===== config.mk =====
export PLATFORM = sky130hd
export DESIGN_NAME = pingpong_frame_buffer_flat
export DESIGN_NICKNAME = d
export VERILOG_FILES = /design/src/rtl/pingpong_frame_buffer_if.sv /design/src/rtl/pingpong_frame_buffer.sv /design/src/flat_wrapper.sv
export SDC_FILE = /design/constraint.sdc
export NUM_CORES = 1
export LEC_CHECK = 0
export BUFFER_PORTS_ARGS = -buffer_cell sky130_fd_sc_hd__clkbuf_2
export CAP_MARGIN = 15
export CORE_MARGIN = 4
export CORE_UTILIZATION = 55
export DETAILED_ROUTE_END_ITERATION = 12
export PLACE_DENSITY = 0.84
export SETUP_SLACK_MARGIN = 0.5
export SYNTH_ARGS = -nofsm -noshare
export SYNTH_HDL_FRONTEND = slang
export SYNTH_SLANG_ARGS = --single-unit

===== constraint.sdc =====
create_clock -name clk -period 2.4 [get_ports clk]
set_clock_uncertainty 0.1 [all_clocks]
set_input_delay 0.6 -clock clk [delete_from_list [all_inputs] [get_ports clk]]
set_output_delay 0.6 -clock clk [all_outputs]
set_load 0.01 [all_outputs]

===== src/rtl/pingpong_frame_buffer_if.sv =====
// Stream and counter-side signals of pingpong_frame_buffer, bundled as one interface.
// The slave modport is the buffer's view; master is the producer/consumer/counter side.
interface pingpong_frame_buffer_if #(
    parameter int DATA_W = 8
);
    logic              in_valid;
    logic [DATA_W-1:0] in_data;
    logic              in_ready;
    logic              cnt_en;
    logic [7:0]        cnt_idx;
    logic              cnt_last;
    logic              out_valid;
    logic [DATA_W-1:0] out_data;
    logic              out_ready;
    logic              out_last;

    modport slave (
        input  in_valid, in_data, cnt_idx, cnt_last, out_ready,
        output in_ready, cnt_en, out_valid, out_data, out_last
    );

    modport master (
        output in_valid, in_data, cnt_idx, cnt_last, out_ready,
        input  in_ready, cnt_en, out_valid, out_data, out_last
    );
endinterface


===== src/rtl/pingpong_frame_buffer.sv =====
// Double-buffered frame store fed by an upstream modulo counter (count = write address).
// Optional sticky index-error flag enabled by defining PINGPONG_FRAME_BUFFER_ERR_EN.
module pingpong_frame_buffer #(
    parameter int DEPTH  = 16,
    parameter int DATA_W = 8
) (
    input  logic                    clk,
    input  logic                    rst,
    pingpong_frame_buffer_if.slave  bus
`ifdef PINGPONG_FRAME_BUFFER_ERR_EN
    ,
    output logic                    err
`endif
);
    localparam int         AW       = (DEPTH > 1) ? $clog2(DEPTH) : 1;
    localparam logic [8:0] DEPTH_W  = 9'(DEPTH);
    localparam logic [7:0] LAST_IDX = 8'(DEPTH - 1);

    logic              r_wb;
    logic              r_rb;
    logic [1:0]        r_full;
    logic [7:0]        r_rd_idx;
    logic [DATA_W-1:0] r_mem [2][DEPTH];

    logic       w_in_range;
    logic       w_wacc;
    logic       w_wr_done;
    logic       w_racc;
    logic       w_rd_last;
    logic       w_rd_done;
    logic [1:0] w_full_nxt;

    assign w_in_range   = {1'b0, bus.cnt_idx} < DEPTH_W;
    assign bus.in_ready = ~r_full[r_wb];
    assign w_wacc       = bus.in_valid & bus.in_ready;
    assign bus.cnt_en   = w_wacc;
    // An out-of-range index never closes a frame, even if carry is asserted.
    assign w_wr_done    = w_wacc & w_in_range & bus.cnt_last;

    assign bus.out_valid = r_full[r_rb];
    assign w_rd_last     = (r_rd_idx == LAST_IDX);
    assign w_racc        = bus.out_valid & bus.out_ready;
    assign w_rd_done     = w_racc & w_rd_last;
    assign bus.out_last  = bus.out_valid & w_rd_last;
    assign bus.out_data  = bus.out_valid ? r_mem[r_rb][r_rd_idx[AW-1:0]] : '0;

    // NOTE: every always_comb output gets a default first so no path can infer a latch.
    always_comb begin
        w_full_nxt = r_full;
        if (w_wr_done) w_full_nxt[r_wb] = 1'b1;
        if (w_rd_done) w_full_nxt[r_rb] = 1'b0;
    end

    // NOTE: sequential state uses non-blocking assignments so all registers update together.
    always_ff @(posedge clk) begin
        if (rst) begin
            r_wb     <= 1'b0;
            r_rb     <= 1'b0;
            r_full   <= 2'b00;
            r_rd_idx <= 8'd0;
        end else begin
            r_full <= w_full_nxt;
            if (w_wr_done) r_wb <= ~r_wb;
            if (w_racc)    r_rd_idx <= w_rd_last ? 8'd0 : r_rd_idx + 8'd1;
            if (w_rd_done) r_rb <= ~r_rb;
        end
    end

    // NOTE: frame storage is deliberately not reset; the full flags alone decide what is valid.
    always_ff @(posedge clk) begin
        if (w_wacc && w_in_range) r_mem[r_wb][bus.cnt_idx[AW-1:0]] <= bus.in_data;
    end

`ifdef PINGPONG_FRAME_BUFFER_ERR_EN
    logic r_err;

    always_ff @(posedge clk) begin
        if (rst) begin
            r_err <= 1'b0;
        end else if (w_wacc && (!w_in_range || (bus.cnt_last != (bus.cnt_idx == LAST_IDX)))) begin
            r_err <= 1'b1;
        end
    end

    assign err = r_err;
`endif
endmodule


===== src/flat_wrapper.sv =====
// flat-port wrapper written by rule: the top's interface ports become plain ports
module pingpong_frame_buffer_flat 
#(
    parameter int DEPTH  = 16,
    parameter int DATA_W = 8
)
  (clk, rst, bus_in_valid, bus_in_data, bus_cnt_idx, bus_cnt_last, bus_out_ready, bus_in_ready, bus_cnt_en, bus_out_valid, bus_out_data, bus_out_last);
  pingpong_frame_buffer_if #(.DATA_W(DATA_W)) bus_i ();
  input  logic clk;
  input  logic rst;
  input wire logic [$bits(bus_i.in_valid)-1:0] bus_in_valid;
  input wire logic [$bits(bus_i.in_data)-1:0] bus_in_data;
  input wire logic [$bits(bus_i.cnt_idx)-1:0] bus_cnt_idx;
  input wire logic [$bits(bus_i.cnt_last)-1:0] bus_cnt_last;
  input wire logic [$bits(bus_i.out_ready)-1:0] bus_out_ready;
  output wire logic [$bits(bus_i.in_ready)-1:0] bus_in_ready;
  output wire logic [$bits(bus_i.cnt_en)-1:0] bus_cnt_en;
  output wire logic [$bits(bus_i.out_valid)-1:0] bus_out_valid;
  output wire logic [$bits(bus_i.out_data)-1:0] bus_out_data;
  output wire logic [$bits(bus_i.out_last)-1:0] bus_out_last;
  assign bus_i.in_valid = bus_in_valid;
  assign bus_i.in_data = bus_in_data;
  assign bus_i.cnt_idx = bus_cnt_idx;
  assign bus_i.cnt_last = bus_cnt_last;
  assign bus_i.out_ready = bus_out_ready;
  assign bus_in_ready = bus_i.in_ready;
  assign bus_cnt_en = bus_i.cnt_en;
  assign bus_out_valid = bus_i.out_valid;
  assign bus_out_data = bus_i.out_data;
  assign bus_out_last = bus_i.out_last;
  pingpong_frame_buffer #(.DEPTH(DEPTH), .DATA_W(DATA_W)) u_core (.clk(clk), .rst(rst), .bus(bus_i));
endmodule

# Word level (Yosys, flattened, before mapping)
# Memory sizes are Yosys's and may differ from the RTL's. A register that Yosys moved wholly into a read port is not among the register bits.
# Index checks and enable logic that the tools add are counted.
[op_classes] eq_ne=1 n_mux=21 bitwise=14 n_lt_le_gt_ge=8 reduce_logical=4 add_sub_neg=1
[op_table] cell="2-to-1 mux 128 bit" n=1
[op_table] cell="2-to-1 mux 8 bit" n=5
[op_table] cell="binary-select mux 8 bit (select 4 bit)" n=1
[op_table] cell="demux 8 bit (select 4 bit)" n=1
[op_table] cell=">= comparator 5 bit, second input constant" n=2
[op_table] cell="NOT 4 -> 5 bit" n=2
[op_table] cell="2-to-1 mux 1 bit" n=9
[op_table] cell="adder 8 x 1 -> 8 bit, second input constant" n=1
[op_table] cell="== test 8 x 4 -> 1 bit, second input constant" n=1
[op_table] cell="less-than comparator 8 x 5 -> 1 bit, second input constant" n=1
[op_table] cell="bitwise AND 1 bit" n=6
[op_table] cell="less-than comparator 5 x 1 -> 1 bit, second input constant" n=1
[op_table] cell="logical AND 1 bit" n=4
[op_table] cell="less-than comparator 1 x 2 -> 1 bit, second input constant" n=2
[op_table] cell="2-to-1 mux 2 bit" n=2
[op_table] cell="NOT 1 bit" n=3
[op_table] cell="bitwise AND 2 bit" n=1
[op_table] cell="demux 1 bit (select 1 bit)" n=2
[op_table] cell=">= comparator 1 bit, second input constant" n=2
[op_table] cell="NOT 2 bit" n=1
[op_table] cell="bitwise OR 2 bit" n=1
[word_totals] input_bits=21 n_memories=1 elab_cells=54 ff_bits=12 mem_bits_rw=256 output_inout_bits=12
[mem_list] name="u_core.r_mem" depth=2 width=128 rd=1 rd_ports_with_merged_regs=1 wr=1 line_no="pingpong_frame_buffer.sv:23" text="logic [DATA_W-1:0] r_mem [2][DEPTH];"

# Depth between registers and ports, before layout
# Gate-level depths: netlist of the first run.
[logic_depth] depth_word=9 ltp_mapped=7 mapped_depth_nobuf=5

# Worst setup path before layout of the first run
# OpenSTA, ideal clock, no wires.
[synth_timing] kind="input port to flip-flop" start="in bus_cnt_idx[6]" end="mem u_core.r_mem[1][32] (netlist name) (enable)" path_buffers=0 cell_stages=4 slack_ns=-0.082 required_ns=1.930 arrival_ns=2.012 setup_ns=0.370 path_cell_list="nor4_2 > nand4_1 > or3b_2 > nor2_1"
[synth_between] elab_chain_len=4
[synth_lines] item="start, declared" line_no="flat_wrapper.sv:13" text="input wire logic [$bits(bus_i.cnt_idx)-1:0] bus_cnt_idx;"
[synth_lines] item="less-than comparator 8 x 5 -> 1 bit" line_no="pingpong_frame_buffer.sv:33" text="assign w_in_range = {1'b0, bus.cnt_idx} < DEPTH_W;"
[synth_lines] item="logical AND 1 bit" line_no="pingpong_frame_buffer.sv:71" text="if (w_wacc && w_in_range) r_mem[r_wb][bus.cnt_idx[AW-1:0]] <= bus.in_data;"
[synth_lines] item="2-to-1 mux 1 bit" line_no="pingpong_frame_buffer.sv:71"
[synth_lines] item="2-to-1 mux 128 bit (not written as such)" line_no="pingpong_frame_buffer.sv:71"
[synth_lines] item="end, declared" line_no="pingpong_frame_buffer.sv:23"
# No other way between the ends.

==> impl_metrics.env, run 1 <==
export IMPL_setup_viol=9
export IMPL_synth_avg_cell_area_um2=20.2
export IMPL_critPathMostFrequentCell="sky130_fd_sc_hd__buf_12"
export IMPL_initial_utilization_pct=56.2
export IMPL_timing_critical_path_from_type="flop"
export IMPL_setup_slack_ns=-0.857
export IMPL_setup_worst_path_end="bus_out_data[4]"
export IMPL_worst_setup_hold_path_clk_slew_ns=0.07
export IMPL_timing_reg2reg_setup_slack_ns=0.17
export IMPL_clk_root_buffer_cell="sky130_fd_sc_hd__clkbuf_16"
export IMPL_final_net_count=670
export IMPL_cp_num_buf_inv=3
export IMPL_outcome="complete, but fails checks"
export IMPL_vdd_ir_drop_max_v=0.000518
export IMPL_number_of_global_route_vias_before_repair=6084
export IMPL_io_pin_count=33
export IMPL_die_area_um2=21500
export IMPL_place_port_buffers=32
export IMPL_cts_tree="done"
export IMPL_clockBufferDepth=3
export IMPL_clk_insertion_delay_late_ns=0.54
export IMPL_setup_worst_path_class="flop to output port"
export IMPL_synthesis_yosys_warnings=0
export IMPL_max_clock_freq_mhz=307
export IMPL_num_rows=50
export IMPL_r2r_end="u_core.r_mem[0][12]$_DFFE_PP_"
export IMPL_nFillCells=1051
export IMPL_htree_levels=1
export IMPL_worst_path_max_fanout=6
export IMPL_diodes=0
export IMPL_ys_seq_area_share_pct=75.1
export IMPL_rsz0062_at_grt="yes"
export IMPL_wire_per_inst_um=28.6
export IMPL_layout_worst_path_cycle_share_pct=136
export IMPL_drt_initial_drc_count=731
export IMPL_leakagePower_uw=0.00423
export IMPL_routed_via_density=6.38
export IMPL_drv_slew=0
export IMPL_reg2regPathDepth=8
export IMPL_antenna_found_initial=0
export IMPL_via_count=5920
export IMPL_cts_made_buffers=27
export IMPL_cp_top_family="multiplexers"
export IMPL_crit_path_top_delay_cell="sky130_fd_sc_hd__mux4_2"
export IMPL_drc_errors=0
export IMPL_pwr_density_cell_nw_per_um2=721
export IMPL_drv_max_cap_violation_count=0
export IMPL_timing_critical_path_slowest_cell_delay_ns=0.55
export IMPL_chipHeight_um=147
export IMPL_worstPathCellList="buf_12 > buf_12 > mux4_2 > mux2i_2 > o211ai_1 > and3_1 > clkbuf_2"
export IMPL_hold_buffers=0
export IMPL_r2r_start="u_core.r_wb$_SDFFE_PP0N_"
export IMPL_critPathRequiredTime_ns=1.70
export IMPL_finalHoldViolations=0
export IMPL_async_flop_share_pct=0
export IMPL_grt_max_degree=33
export IMPL_syn2layout_area_growth_pct=26.5
export IMPL_syn_instance_count=524
export IMPL_timing_critical_path_arrival_ns=2.56
export IMPL_timing_hold_worst_class="input pin to flop"
export IMPL_synth_enable_flop_cells=256
export IMPL_max_slew_margin_rel_pct=50.0
export IMPL_worstSetupPathDepth=7
export IMPL_ant_nets=0
export IMPL_postSynthRegisterBits=269
export IMPL_global_route_wire_length_before_repair_mm=39.3
export IMPL_failing_checks="setup timing"
export IMPL_finalCoreUtilization_pct=71.1
export IMPL_global_route_usage_total_pct=24.5
export IMPL_detailedRoute_firstPassIterationCount=5
export IMPL_postSynthNetCount=546
export IMPL_cts_sink_count=269
export IMPL_final_weighted_congestion_in_routability_driven_placement=0.783
export IMPL_syn_area_um2=10600
export IMPL_place_ws_ns=-0.237
export IMPL_critPathCaptureType="output port"
export IMPL_synthDistinctLibCells=41
export IMPL_dominantRegCellSynth="sky130_fd_sc_hd__edfxtp_1"
export IMPL_timing_worst_slew_pin_value_ns=0.750
export IMPL_post_route_min_period_ns=3.26
export IMPL_design_core_area_um2=18800
export IMPL_hpwl_mm=14.7
export IMPL_die_w_um=147
export IMPL_drive_gt1_share_pct=44.5
export IMPL_route_final_wire_length_mm=26.5
export IMPL_grt_overflow_total=0
-- how the worst min path moves through the flow --
stage / from / end / slack (ns) / depth (start not counted)
after floorplan: u_core.r_rd_idx[7]$_SDFFE_PP0N_ / u_core.r_rd_idx[7]$_SDFFE_PP0N_ / 0.36 / 2
after global placement: u_core.r_rd_idx[7]$_SDFFE_PP0N_ / u_core.r_rd_idx[7]$_SDFFE_PP0N_ / 0.37 / 2
after detailed placement: u_core.r_rd_idx[6]$_SDFFE_PP0N_ / u_core.r_rd_idx[6]$_SDFFE_PP0N_ / 0.40 / 2
after CTS: rst / u_core.r_wb$_SDFFE_PP0N_ / 0.23 / 2
after global routing: rst / u_core.r_rb$_SDFFE_PP0P_ / 0.25 / 2
final: rst / u_core.r_rb$_SDFFE_PP0P_ / 0.26 / 2
-- synthesized netlist by cell type, drive strengths merged (3+ instances only) --
cell type / count / area (um2)
a21oi: 8 / 40.0
a22oi: 7 / 52.6
and2: 3 / 18.8
and3: 8 / 50.1
buf: 15 / 109
clkbuf: 9 / 33.8
dfxtp: 13 / 260
edfxtp: 256 / 7690
inv: 4 / 15.0
mux2: 3 / 33.8
mux2i: 22 / 224
mux4: 65 / 1460
nand2: 15 / 56.3
nand3: 5 / 25.0
nand4: 5 / 31.3
nor2: 45 / 169
nor2b: 3 / 18.8
nor4: 3 / 25.0
o211ai: 5 / 37.5
or3: 3 / 18.8
xor2: 5 / 43.8
-- cell type report --
class | count | area (um2) | share of cell area (%)
multi-input combinational | 227 | 2860 | 21.4
clock inverter | 15 | 206 | 1.54
clock buffer | 34 | 702 | 5.24
tap | 260 | 325 | 2.43
timing repair buffer | 119 | 1310 | 9.76
sequential | 269 | 7970 | 59.5
inverter | 4 | 22.5 | 0.168
-- metal layers --
layer	vias up	routed length [um]	track usage [%]
li1	2406	-	-
met1	3035	9700	33.8
met2	381	13300	40.5
met3	98	2250	3.49
met4	0	1300	9.22
met5	-	0	0
-- kinds of logic after synthesis --
family	synth area share (%)
DFF	75.1
and+or+nand+nor	4.57
muxes	16.3
AOI/OAI and AO/OA	1.93
buffers and inverters	1.49
xor gates and xnor gates	0.579
adders and majority gates	0.118
-- registers in the layout, summed over array words and instances, names as in the netlist, named ones only --
signal,count
u_core.r_rd_idx,8
u_core.r_wb,1
u_core.r_full,2
u_core.r_mem,256
u_core.r_rb,1
-- cell usage in the layout (no fill, tap or decap), drive strengths merged, types with 5 or more instances in the layout --
cell and n:
nand4 5, xor2 5, bufinv 5, clkbuf 61, a22oi 7, inv 5, dfxtp 13, nor2 45
edfxtp 256, a21oi 8, o211ai 5, mux2i 22, nand3 5, nand2 15, mux4 65, and3 8
clkinv 6, buf 92
-- stage by stage --
step / instance area [um2] / std cells / power (uW) / TNS [ns] / hold slack, ns
after global routing: 13400 / 928 / 9930 / -7.15 / 0.254
after CTS: 13200 / 920 / 9670 / -6.24 / 0.231
after global placement: 11700 / 840 / 5390 / -10.16 / 0.369
final: 13400 / 928 / 9650 / -6.52 / 0.256
after detailed placement: 11700 / 840 / 5400 / -16.51 / 0.396
after floorplan: 10900 / 524 / 5280 / 0 / 0.358
-- power by group --
part / switching [uW] / internal [uW]
Combinational: 141 / 40.9
Sequential: 2.18 / 5130
Clock: 1730 / 2610
-- timing repair --
item                                   in CTS  in global routing
gates resized for setup                    53                 23
pin swaps                                  23                 23
setup endpoints to repair                 246                262
endpoints found under the hold margin       0                  0
buffers inserted                           30                  8
cloned                                      1                  0
Power figures use the tool's default switching activity.
==> run 2, diff against run 1 <==
--- a/config.mk
+++ b/config.mk
@@ -11,6 +11,7 @@
 export CORE_UTILIZATION = 55
 export DETAILED_ROUTE_END_ITERATION = 12
 export PLACE_DENSITY = 0.84
+export REMOVE_ABC_BUFFERS = 1
 export SETUP_SLACK_MARGIN = 0.5
 export SYNTH_ARGS = -nofsm -noshare
 export SYNTH_HDL_FRONTEND = slang
==> run 2 against run 1 <==
The flow still finishes with violations (setup timing). Global-route usage down 1.8 points. Sequential power about the same. Worst hold slack worse by 0.047 ns. Count of clock-buffer cells in the layout down 2. Critical path depth unchanged. Utilization down 1.8 points. Sequential share of layout area up 1.5 points. Total power down 3.2%. Flip-flop and latch count unchanged. Maximum frequency up 1.8%. Worst setup slack better by 0.059 ns. Critical endpoint is now bus_out_data[5].
==> impl_metrics.env, run 2 (synthesis gave the netlist of run 1 again) <==
export IMPL_outcome="complete, but fails checks"
export IMPL_failing_checks="setup timing"
export IMPL_clk_insertion_delay_late_ns=0.53
export IMPL_layout_area_seq_um2=7970
export IMPL_cts_sink_count=269
export IMPL_timing_critical_path_from_type="flop"
export IMPL_leakagePower_uw=0.00414
export IMPL_switching_share_pct=20.1
export IMPL_chipHeight_um=147
export IMPL_io_pin_count=33
export IMPL_worst_setup_hold_path_clk_slew_ns=0.06
export IMPL_max_clock_freq_mhz=313
export IMPL_largest_register_ffs=256
export IMPL_layout_cells_most_common="sky130_fd_sc_hd__edfxtp_1"
export IMPL_die_area_um2=21500
export IMPL_drv_slew=0
export IMPL_clock_power_share_pct=43.3
export IMPL_gr_usage_met1_pct=30.5
export IMPL_drt_initial_drc_count=775
export IMPL_final_net_count=664
export IMPL_cts_made_buffers=26
export IMPL_htree_levels=1
export IMPL_drive_gt1_share_pct=41.5
export IMPL_worst_path_max_fanout=10
export IMPL_clk_root_buffer_cell="sky130_fd_sc_hd__clkbuf_16"
export IMPL_initial_utilization_pct=56.2
export IMPL_num_rows=50
export IMPL_critPathMostFrequentCell="sky130_fd_sc_hd__buf_12"
export IMPL_finalHoldViolations=0
export IMPL_critPathRequiredTime_ns=1.70
export IMPL_final_weighted_congestion_in_routability_driven_placement=0.889
export IMPL_timing_critical_path_arrival_ns=2.50
export IMPL_hpwl_mm=14.1
export IMPL_design_power_total_uw=9340
export IMPL_layout_worst_path_cycle_share_pct=133
export IMPL_global_route_peak_usage_layer="met2"
export IMPL_finalCoreUtilization_pct=69.3
export IMPL_diodes=0
export IMPL_wire_per_inst_um=27.4
export IMPL_drv_max_cap_violation_count=0
export IMPL_setup_worst_path_class="flop to output port"
export IMPL_nFillCells=1043
export IMPL_part_of_the_power_in_combinational_logic_pct=1.8
export IMPL_rsz0062_at_grt="yes"
export IMPL_clockBufferDepth=3
export IMPL_timing_worst_slew_pin_value_ns=0.796
export IMPL_ant_nets=0
export IMPL_worstPathCellList="buf_12 > buf_12 > mux4_2 > mux2i_1 > a221o_1 > a31oi_1 > clkbuf_2"
export IMPL_global_route_usage_total_pct=22.7
export IMPL_route_final_wire_length_mm=25.2
export IMPL_place_ws_ns=-0.263
export IMPL_detailedRoute_firstPassIterationCount=5
export IMPL_number_of_global_route_vias_before_repair=6048
export IMPL_max_slew_margin_rel_pct=46.9
export IMPL_critPathCaptureType="output port"
export IMPL_setup_slack_ns=-0.798
export IMPL_antenna_found_initial=0
export IMPL_setup_viol=9
export IMPL_p_sw_uw=1880
export IMPL_timing_critical_path_slowest_cell_delay_ns=0.53
export IMPL_grt_overflow_total=0
export IMPL_grt_use_met3_pct=3.70
export IMPL_drc_errors=0
export IMPL_via_count=5867
export IMPL_crit_path_top_delay_cell="sky130_fd_sc_hd__mux4_2"
export IMPL_place_port_buffers=32
export IMPL_mostFrequentLayoutCells="256 x sky130_fd_sc_hd__edfxtp_1, 65 x sky130_fd_sc_hd__mux4_2, 34 x sky130_fd_sc_hd__buf_6"
export IMPL_cell_internal_pwr_uw=7470
export IMPL_routed_via_density=6.36
export IMPL_globalRouteMet2Util_pct=37.5
export IMPL_die_w_um=147
export IMPL_design_core_area_um2=18800
export IMPL_post_route_min_period_ns=3.20
export IMPL_timing_hold_worst_class="input pin to flop"
export IMPL_cts_tree="done"
export IMPL_vdd_ir_drop_max_v=0.000517
export IMPL_syn2layout_area_growth_pct=23.3
export IMPL_grt_max_degree=33
export IMPL_power_sequential_fraction_pct=54.9
export IMPL_multi_input_comb_area_um2=2740
export IMPL_pwr_density_cell_nw_per_um2=716
export IMPL_global_route_wire_length_before_repair_mm=36.8
-- run 2: cell count changes in the layout (fill, tap and decap cells not counted), sizes merged --
cell    change
bufinv      -3
buf         -7
clkinv      +5
inv         -1
-- run 2: cell type report --
| cell class | count | area share [%] |
|---|---|---|
| clock inverter | 16 | 1.09 |
| timing repair buffer | 114 | 8.88 |
| tap | 260 | 2.49 |
| multi-input combinational | 227 | 21.0 |
| sequential | 269 | 61.0 |
| clock buffer | 32 | 5.39 |
| inverter | 4 | 0.134 |
-- run 2: timing repair --
action | in CTS | in global routing
buffers inserted | 6 | 4
setup endpoints to repair | 237 | 245
gates resized for setup | 94 | 33
gates cloned | 0 | 1
pin swaps | 16 | 10
hold buffers | 0 | 0
-- run 2: metrics by stage --
step	TNS [ns]	hold WS, ns	instance area (um2)	std cells
2_1_floorplan	-24.71	0.358	10400	500
3_3_place_gp	-11.73	0.368	11600	863
3_5_place_dp	-26.81	0.409	11600	863
4_1_cts	-5.85	0.198	12900	917
5_1_grt	-6.65	0.209	13100	922
6_report	-6.15	0.209	13100	922
-- run 2: critical path: cells and delay by family, from the launching register on --
kind	cells	cell delay (ns)
muxes	2	0.71
buffers and inverters	3	0.45
DFF	1	0.43
AOI/OAI and AO/OA	2	0.37
-- run 2: path summary, 6_finish.rpt --
check                                  startpoint                               to  slack (ns)  cells past startpoint
setup reg to reg         u_core.r_wb$_SDFFE_PP0N_    u_core.r_mem[0][43]$_DFFE_PP_        0.27                      7
hold / removal                                rst  u_core.r_rd_idx[1]$_SDFFE_PP0N_        0.21                      2
setup / recovery                             flop                  bus_out_data[5]       -0.80                      7
hold reg to reg   u_core.r_rd_idx[7]$_SDFFE_PP0N_  u_core.r_rd_idx[7]$_SDFFE_PP0N_        0.44                      2
-- run 2: power by group through the flow --
stage | Clock (uW) | Combinational, uW | Sequential [uW]
after floorplan | 0 | 25.3 | 5240
after global placement | 0 | 123 | 5240
after detailed placement | 0 | 135 | 5240
after CTS | 4030 | 154 | 5130
after global routing | 4310 | 176 | 5130
final | 4050 | 165 | 5130
-- run 2: layer usage --
metal | up-vias | wire length (um)
li1 | 2399 | -
met1 | 2993 | 9120
met2 | 391 | 12800
met3 | 84 | 2140
met4 | 0 | 1180
met5 | - | 0
==> run 3, diff against run 2 <==
--- a/config.mk
+++ b/config.mk
@@ -10,7 +10,7 @@
 export CORE_MARGIN = 4
 export CORE_UTILIZATION = 55
 export DETAILED_ROUTE_END_ITERATION = 12
-export PLACE_DENSITY = 0.84
+export PLACE_DENSITY = 0.81
 export REMOVE_ABC_BUFFERS = 1
 export SETUP_SLACK_MARGIN = 0.5
 export SYNTH_ARGS = -nofsm -noshare
==> constraint.sdc (replaced) <==
create_clock -name clk -period 3.6 [get_ports clk]
set_clock_uncertainty 0.1 [all_clocks]
set_input_delay 0.9 -clock clk [delete_from_list [all_inputs] [get_ports clk]]
set_output_delay 0.9 -clock clk [all_outputs]
set_load 0.01 [all_outputs]
==> run 3 against run 2 <==
The flow now finishes without violations. Die area unchanged. Utilization down 3.7 points. Sequential power fell by 33%. Final cell count fell by 3.8%. Global-route usage shrank 1.9 points. Register-to-register slack improved by 0.79 ns. First-iteration DRC count shrank 7.2%. Worst setup slack improved by 0.86 ns. Count of clock-buffer cells in the layout is 1 higher. Via count is 7.3% lower.
==> impl_metrics.env, run 3 (synthesis gave the netlist of run 1 again) <==
export IMPL_final_weighted_congestion_in_routability_driven_placement=0.817
export IMPL_final_net_count=629
export IMPL_die_area_um2=21500
export IMPL_vdd_ir_drop_max_v=0.000459
export IMPL_initial_utilization_pct=56.2
export IMPL_drc_errors=0
export IMPL_setup_worst_path_end="bus_out_data[1]"
export IMPL_drt_initial_drc_count=719
export IMPL_chipHeight_um=147
export IMPL_mostFrequentLayoutCells="256 x sky130_fd_sc_hd__edfxtp_1, 65 x sky130_fd_sc_hd__mux4_2, 44 x sky130_fd_sc_hd__nor2_1"
export IMPL_io_pin_count=33
export IMPL_power_sequential_fraction_pct=55.5
export IMPL_part_of_the_power_in_combinational_logic_pct=1.5
export IMPL_post_route_min_period_ns=3.54
export IMPL_dp_cell_count=829
export IMPL_ant_nets=0
export IMPL_worst_path_max_fanout=9
export IMPL_timing_worst_slew_pin_value_ns=0.835
export IMPL_number_of_global_route_vias_before_repair=5496
export IMPL_clock_power_share_pct=43.0
export IMPL_r2r_end="u_core.r_mem[0][14]$_DFFE_PP_"
export IMPL_hpwl_mm=13.4
export IMPL_pwr_density_cell_nw_per_um2=499
export IMPL_final_cell_count_no_fill=887
export IMPL_timing_critical_path_from_type="flop"
export IMPL_finalHoldViolations=0
export IMPL_design_core_area_um2=18800
export IMPL_syn2layout_area_growth_pct=16.6
export IMPL_hold_buffers=0
export IMPL_layout_worst_path_cycle_share_pct=98.2
export IMPL_reg2regPathDepth=5
export IMPL_grt_overflow_total=0
export IMPL_design_power_total_uw=6170
export IMPL_clk_insertion_delay_late_ns=0.52
export IMPL_num_rows=50
export IMPL_timing_reg2reg_setup_slack_ns=1.06
export IMPL_drv_slew=0
export IMPL_switching_share_pct=19.4
export IMPL_setup_viol=0
export IMPL_max_clock_freq_mhz=283
export IMPL_routed_via_density=6.13
export IMPL_drv_max_cap_violation_count=0
export IMPL_clockBufferDepth=3
export IMPL_r2r_start="u_core.r_wb$_SDFFE_PP0N_"
export IMPL_tns_ns=0
export IMPL_worst_setup_hold_path_clk_slew_ns=0.06
export IMPL_critPathRequiredTime_ns=2.60
export IMPL_die_w_um=147
export IMPL_timing_critical_path_arrival_ns=2.54
export IMPL_layout_cells_most_common="sky130_fd_sc_hd__edfxtp_1"
export IMPL_antenna_found_initial=0
export IMPL_timing_hold_worst_class="flop to flop"
export IMPL_clk_root_buffer_cell="sky130_fd_sc_hd__clkbuf_16"
export IMPL_route_final_wire_length_mm=22.1
export IMPL_max_slew_margin_rel_pct=44.1
export IMPL_global_route_wire_length_before_repair_mm=34.0
export IMPL_outcome="complete, no violations"
export IMPL_leakagePower_uw=0.00390
export IMPL_place_port_buffers=32
export IMPL_rsz0062_at_grt="yes"
export IMPL_p_sw_uw=1200
export IMPL_critPathCaptureType="output port"
export IMPL_setup_worst_path_class="flop to output port"
export IMPL_cell_internal_pwr_uw=4970
export IMPL_detailedRoute_firstPassIterationCount=5
export IMPL_cts_made_buffers=26
export IMPL_via_count=5440
export IMPL_htree_levels=1
export IMPL_diodes=0
export IMPL_largest_register_ffs=256
export IMPL_wire_per_inst_um=24.9
export IMPL_cts_tree="done"
export IMPL_global_route_usage_total_pct=20.8
export IMPL_grt_max_degree=60
export IMPL_cts_sink_count=269
export IMPL_drive_gt1_share_pct=33.5
-- run 3: cell count changes in the layout (fill, tap and decap cells not counted), sizes merged --
cell    delta
inv        +2
clkbuf     +3
clkinv     -3
buf       -38
bufbuf     +1
-- run 3: worst max-delay path, stage by stage, from the launching register on --
cell and delay, ns:
sky130_fd_sc_hd__dfxtp_4 0.43, sky130_fd_sc_hd__buf_4 0.15, sky130_fd_sc_hd__buf_12 0.13, sky130_fd_sc_hd__mux4_2 0.56
sky130_fd_sc_hd__a22oi_2 0.21, sky130_fd_sc_hd__o211ai_1 0.21, sky130_fd_sc_hd__and3_1 0.20, sky130_fd_sc_hd__clkbuf_2 0.12
-- run 3: power by group through the flow --
stage	Combinational (uW)	Sequential, uW	Clock [uW]
floorplan	16.9	3490	0
global placement	81.1	3490	0
detailed placement	87.6	3490	0
CTS	88.6	3420	2680
global route	96.9	3420	2820
finish	89.5	3420	2650
-- run 3: stage by stage --
step / worst slack (ns) / hold WS (ns) / instance area (um2) / util, %
floorplan: -1.40 / 0.358 / 10400 / -
global placement: 0.489 / 0.367 / 11200 / 59.7
detailed placement: 0.473 / 0.391 / 11200 / 59.7
CTS: 0.0719 / 0.401 / 12300 / 65.2
global route: 0.0214 / 0.411 / 12300 / 65.6
finish: 0.0644 / 0.397 / 12300 / 65.6
-- run 3: layer usage --
layer	GRT usage (%)	wire [um]	share of wire, %	up-vias
met5	0	0	0	-
met4	6.26	626	2.8	0
met3	4.26	2010	9.1	43
met2	32.7	10500	48	310
met1	30.2	8910	40	2766
li1	-	-	-	2321
-- run 3: how the worst min path moves through the flow --
stage                                           end  slack [ns]  cells past startpoint                            start
floorplan           u_core.r_rd_idx[7]$_SDFFE_PP0N_        0.36                      2  u_core.r_rd_idx[7]$_SDFFE_PP0N_
global placement    u_core.r_rd_idx[7]$_SDFFE_PP0N_        0.37                      2  u_core.r_rd_idx[7]$_SDFFE_PP0N_
detailed placement  u_core.r_rd_idx[7]$_SDFFE_PP0N_        0.39                      2  u_core.r_rd_idx[7]$_SDFFE_PP0N_
CTS                 u_core.r_rd_idx[7]$_SDFFE_PP0N_        0.40                      2  u_core.r_rd_idx[7]$_SDFFE_PP0N_
global route        u_core.r_rd_idx[6]$_SDFFE_PP0N_        0.41                      2  u_core.r_rd_idx[6]$_SDFFE_PP0N_
finish              u_core.r_rd_idx[7]$_SDFFE_PP0N_        0.40                      2  u_core.r_rd_idx[7]$_SDFFE_PP0N_
-- run 3: repair_timing --
item                                    CTS  global route
setup buffers                             5             2
pin swaps                                 3             9
cloned                                    3             0
endpoints found under the setup margin    8             9
gates resized for setup                  22            10
-- run 3: final cells by class --
class                      instances  area (um2)
sequential                       269        7950
fill                            1155        6480
multi-input combinational        227        2560
clock buffer                      33         698
timing repair buffer              79         656
tap                              260         325
clock inverter                    15         143
inverter                           4        15.0
